### src/rtl/rob_pkg.sv
// rob_pkg: shared reorder-buffer entry type and tag/index helpers.
// Tags run 1..ROBsize, and map value 0 means "not renamed", so an entry's tag is its index plus one.
package rob_pkg;
    localparam int ROB_DATA_W = 32;

    typedef struct packed {
        logic                  valid;
        logic                  done;
        logic                  regWrite;
        logic [4:0]            destReg;
        logic [ROB_DATA_W-1:0] data;
    } rob_entry_t;

    function automatic int tag2idx(input int tag);
        return tag - 1;
    endfunction

    function automatic int idx2tag(input int idx);
        return idx + 1;
    endfunction
endpackage

### src/rtl/decoder5x32.sv
// decoder5x32: 5-to-32 one-hot decoder with enable; the output is all zeros when en is low.
module decoder5x32 (
    input  logic [4:0]  addr,
    input  logic        en,
    output logic [31:0] y
);
    assign y = en ? (32'd1 << addr) : 32'd0;
endmodule

### src/rtl/rob_commit_unit.sv
// rob_commit_unit: circular reorder buffer with in-order commit.
// It drives the architectural register file write and the map-table commit interface.
module rob_commit_unit
    import rob_pkg::*;
#(
    parameter int ROBsize      = 32,
    parameter int mapValueSize = $clog2(ROBsize + 1),
    parameter int DATA_W       = ROB_DATA_W
) (
    input  logic                    clk,
    input  logic                    reset,
    input  logic                    alloc_valid_i,
    input  logic                    alloc_regWrite_i,
    input  logic [4:0]              alloc_destReg_i,
    output logic                    alloc_ready_o,
    output logic [mapValueSize-1:0] alloc_tag_o,
    input  logic                    wb_valid_i,
    input  logic [mapValueSize-1:0] wb_tag_i,
    input  logic [DATA_W-1:0]       wb_data_i,
    input  logic [mapValueSize-1:0] robReadTag1_i,
    input  logic [mapValueSize-1:0] robReadTag2_i,
    output logic [DATA_W-1:0]       robReadData1_o,
    output logic [DATA_W-1:0]       robReadData2_o,
    output logic                    robReadDone1_o,
    output logic                    robReadDone2_o,
    output logic [4:0]              commitReadAddr_o,
    input  logic [mapValueSize-1:0] commitReadData_i,
    output logic [31:0]             resets_o,
    output logic                    rf_write_o,
    output logic [4:0]              rf_writeAddr_o,
    output logic [DATA_W-1:0]       rf_writeData_o,
    output logic                    empty_o,
    output logic [mapValueSize-1:0] count_o
);
    localparam int IW = $clog2(ROBsize);

    rob_entry_t              rob [ROBsize];
    rob_entry_t              hd, rd1, rd2;
    logic [IW-1:0]           head, tail, head_nxt, tail_nxt, wb_idx, rd1_idx, rd2_idx;
    logic [mapValueSize-1:0] count, head_tag;
    logic                    alloc, commit, wb_hit, rd1_ok, rd2_ok;

    function automatic logic tag_ok(input logic [mapValueSize-1:0] t);
        return (t != '0) && (int'(t) <= ROBsize);
    endfunction

    assign hd       = rob[head];
    assign head_tag = mapValueSize'(idx2tag(int'(head)));
    assign head_nxt = (head == IW'(ROBsize - 1)) ? '0 : head + 1'b1;
    assign tail_nxt = (tail == IW'(ROBsize - 1)) ? '0 : tail + 1'b1;

    assign alloc_ready_o = count != mapValueSize'(ROBsize);
    assign alloc_tag_o   = mapValueSize'(idx2tag(int'(tail)));
    assign alloc         = alloc_valid_i & alloc_ready_o;
    assign commit        = hd.valid & hd.done;
    assign empty_o       = count == '0;
    assign count_o       = count;

    // Writebacks to free slots or out-of-range tags are dropped.
    assign wb_idx = IW'(tag2idx(int'(wb_tag_i)));
    assign wb_hit = wb_valid_i && tag_ok(wb_tag_i) && rob[wb_idx].valid;

    assign rd1_idx        = IW'(tag2idx(int'(robReadTag1_i)));
    assign rd2_idx        = IW'(tag2idx(int'(robReadTag2_i)));
    assign rd1            = rob[rd1_idx];
    assign rd2            = rob[rd2_idx];
    assign rd1_ok         = tag_ok(robReadTag1_i);
    assign rd2_ok         = tag_ok(robReadTag2_i);
    assign robReadDone1_o = rd1_ok & rd1.valid & rd1.done;
    assign robReadDone2_o = rd2_ok & rd2.valid & rd2.done;
    assign robReadData1_o = rd1_ok ? rd1.data : '0;
    assign robReadData2_o = rd2_ok ? rd2.data : '0;

    assign commitReadAddr_o = hd.destReg;
    assign rf_write_o       = commit & hd.regWrite;
    assign rf_writeAddr_o   = hd.destReg;
    assign rf_writeData_o   = hd.data;

    // Clear the map entry only if it still points at the retiring tag.
    decoder5x32 u_dec (
        .addr (hd.destReg),
        .en   (rf_write_o & (commitReadData_i == head_tag)),
        .y    (resets_o)
    );

    always_ff @(posedge clk or posedge reset) begin
        if (reset) begin
            head  <= '0;
            tail  <= '0;
            count <= '0;
            for (int i = 0; i < ROBsize; i++) rob[i] <= '0;
        end else begin
            if (alloc) begin
                rob[tail].valid    <= 1'b1;
                rob[tail].done     <= 1'b0;
                rob[tail].regWrite <= alloc_regWrite_i;
                rob[tail].destReg  <= alloc_destReg_i;
                rob[tail].data     <= '0;
                tail               <= tail_nxt;
            end
            if (wb_hit) begin
                rob[wb_idx].done <= 1'b1;
                rob[wb_idx].data <= wb_data_i;
            end
            if (commit) begin
                rob[head].valid <= 1'b0;
                head            <= head_nxt;
            end
            count <= (alloc && !commit) ? count + 1'b1 :
                     (!alloc && commit) ? count - 1'b1 : count;
        end
    end
endmodule
### config.mk
export PLATFORM = sky130hd
export DESIGN_NAME = rob_commit_unit
export DESIGN_NICKNAME = d
export VERILOG_FILES = /design/src/rtl/rob_pkg.sv /design/src/rtl/decoder5x32.sv /design/src/rtl/rob_commit_unit.sv
export SDC_FILE = /design/constraint.sdc
export NUM_CORES = 2
export LEC_CHECK = 0
export CORE_UTILIZATION = 25
export CTS_CLUSTER_SIZE = 24
export DETAILED_ROUTE_END_ITERATION = 10
export GPL_ROUTABILITY_DRIVEN = 0
export SYNTH_ARGS = -nofsm -noshare
export SYNTH_HDL_FRONTEND = slang
export SYNTH_SLANG_ARGS = --single-unit
### constraint.sdc
create_clock -name clk -period 73.1 [get_ports clk]
set_clock_uncertainty 0.05 [all_clocks]
set_input_delay 14.62 -clock clk [delete_from_list [all_inputs] [get_ports clk]]
set_output_delay 14.62 -clock clk [all_outputs]
set_load 0.02 [all_outputs]
==> flow_metrics.env <==
export IMPL_status="finished, final reports clean"
export IMPL_ctsResizeCount=0
export IMPL_die_h_um=567
export IMPL_dr_pass1_iters=8
export IMPL_clock_fmax_ghz=0.0282
export IMPL_coreArea_um2=316000
export IMPL_min_period_ns=35.49
export IMPL_drcViolationCount=0
export IMPL_ys_seq_area_share_pct=40.7
export IMPL_cts_buffers=151
export IMPL_period_share_pct=48.6
export IMPL_synth_seq_cells=1296
export IMPL_grt_pass1_vias=61000
export IMPL_end_kind="output port"
export IMPL_h_tree_depth=4
export IMPL_vias=60300
export IMPL_syn_inst=6123
export IMPL_design_area_um2=90600
export IMPL_dp_cells=9989
export IMPL_maxCapViolations=0
export IMPL_wirelength_um=331000
export IMPL_fill_cells=31800
export IMPL_max_vdd_ir_drop_mv=0.0458
export IMPL_yosys_area_top_type_share_pct=40.7
export IMPL_die_x_um=567
export IMPL_cp_max_fo=49
export IMPL_rows=206
export IMPL_clk_pin_slew_ns=0.06
export IMPL_drive_above_1_share_pct=27.2
export IMPL_tightest_slew_ns=1.30
export IMPL_place_area_um2=85700
export IMPL_async_reset_ff_share_pct=100
export IMPL_grt_remaining_overflow=0
export IMPL_start_util_pct=25.2
export IMPL_grt_pass1_wl_um=469000
export IMPL_fin_tns_setup_ns=0
export IMPL_relSlewSlack_pct=13.4
export IMPL_synth_xor_area_share_pct=0.253
export IMPL_finalNetCount=6071
export IMPL_required_ns=58.43
export IMPL_syn_area_per_cell_um2=13.0
export IMPL_ctsRootBufferMaster="clkbuf_16"
export IMPL_yosys_area_share_simple_pct=8.31
export IMPL_synthMuxAreaShare_pct=43.3
export IMPL_total_power_w=0.00289
export IMPL_track_usage_pct=20.2
export IMPL_setup_violations=0
export IMPL_ant_nets=0
export IMPL_start_kind="input port"
export IMPL_ioPinCount=221
export IMPL_area_growth_pct=13.7
export IMPL_synth_net_count=6212
export IMPL_finalMaxSlewViolations=0
export IMPL_power_density_nw_per_um2=31.9
export IMPL_rsz0062_at_grt="no"
export IMPL_finalHoldViolCount=0
export IMPL_arrival_ns=20.82
export IMPL_io_buffers=220
export IMPL_wl_per_cell_um=32.3
export IMPL_cts_setup_buffers=0
export IMPL_viasPerCell=5.88
export IMPL_ys_flop_type="dfrtp_1"
export IMPL_syn_area_um2=79700
export IMPL_fin_hold_ws_ns=0.451
export IMPL_leakage_nw=43.1
export IMPL_synthTopCellsByCount="dfrtp_1 (1296), nand2_1 (1291), mux2i_1 (1025)"
export IMPL_dp_hpwl_um=189000
export IMPL_synth_edf_count=0
export IMPL_layoutNonFillerInstCount=10300
export IMPL_synthAdderAreaFrac_pct=0.371
export IMPL_die_area_um2=321000
export IMPL_synth_compound_area_share_pct=2.91
export IMPL_yosys_cell_types_count=61
export IMPL_postCtsHoldBufs=0
export IMPL_antenna_found_initial=29
export IMPL_holdCritPathClass="flop to flop"
export IMPL_cts_tree="done"
export IMPL_crit_type="input port to output port"
export IMPL_clock_latency_ns=0.84
export IMPL_first_iter_violations=9137
export IMPL_synth_warnings=0
export IMPL_synth_most_common_cell="dfrtp_1"
export IMPL_clkSinkCount=1296
export IMPL_grt_max_degree=178
export IMPL_clock_path_buffers=4
export IMPL_ys_top_cells_by_area="dfrtp_1 (41%), mux4_2 (28%), mux2i_1 (13%), nand2_1 (6.1%), mux2_2 (2.8%)"
export IMPL_synth_top_area_cell="dfrtp_1"
export IMPL_synth_top_family_by_area="multiplexers"
-- per-stage QoR --
step | utilization [%] | worst slack [ns]
6_report | 28.7 | 37.61
5_1_grt | 28.7 | 37.51
3_5_place_dp | 27.1 | 37.73
4_1_cts | 28.7 | 37.72
2_1_floorplan | - | 21.90
3_3_place_gp | 27.1 | 37.75
-- routing by layer --
metal	global-route usage, %	routed length, um	vias up
met5	0.223	326	-
met4	10.9	20800	37
met3	8.02	45800	1090
met2	29.2	142000	4811
met1	25.6	123000	31700
li1	-	-	22700
-- logic make-up (layout without fill, tap and decap cells) --
kind of cell,after synthesis,in the layout
multiplexers,2199,2199
AND/OR/NAND/NOR,1513,1513
flip-flops,1296,1296
buffers and inverters,744,706
AO/OA/AOI/OAI,325,325
adder cells (fa/ha/maj),23,23
XOR/XNOR,23,23
other,0,8
-- where the power goes --
| part | internal (W) | leakage (nW) | switching (W) | total, W |
|---|---|---|---|---|
| Combinational | 0.000496 | 23.5 | 0.000515 | 0.00101 |
| Sequential | 0.000901 | 17.2 | 0.000192 | 0.00109 |
| Clock | 0.000453 | 2.43 | 0.000330 | 0.000782 |
| Total | 0.00185 | 43.1 | 0.00104 | 0.00289 |
-- cell usage in the layout (no fill, tap or decap), types with 68 or more instances in the layout --
master and n:
a21oi_1 68, a22oi_1 144, buf_4 141, clkbuf_16 153
clkdlybuf4s50_1 218, dfrtp_1 1294, inv_1 82, mux2_2 196
mux2i_1 1025, mux4_2 978, nand2_1 1259
-- critical path, stage by stage --
cell and delay, ns:
clkdlybuf4s50_1 0.68, inv_1 0.14, ha_4 0.63, buf_4 0.71, buf_4 0.80, buf_4 0.81
mux4_2 0.38, mux4_2 0.25, nand2_1 0.07, a21oi_1 0.79, clkdlybuf4s50_1 0.77
-- cell type report --
type	instances	area [um^2]	share of cell area, %
clock buffer	207	4330	4.78
multi-input combinational	4083	44400	49.0
antenna	8	20.0	0.0221
tap	4160	5200	5.74
timing repair buffer	366	3370	3.72
inverter	84	323	0.356
clock inverter	49	576	0.635
sequential	1296	32400	35.8
-- path summary, 6_finish.rpt --
path                                         endpoint  depth (start not counted)        startpoint  slack (ns)
hold / removal                                   flop                          1              flop        0.45
setup / recovery                   robReadData2_o[21]                         11  robReadTag2_i[1]       37.61
min in group asynchronous  asynchronous set/reset pin                          2             reset       14.34
setup reg to reg                           count_o[5]                         17           head[0]       66.57
hold reg to reg                                  flop                          1              flop        0.45
max in group asynchronous                    rob[186]                          7             reset       53.74
No activity file was read; power rests on OpenSTA's default activity.
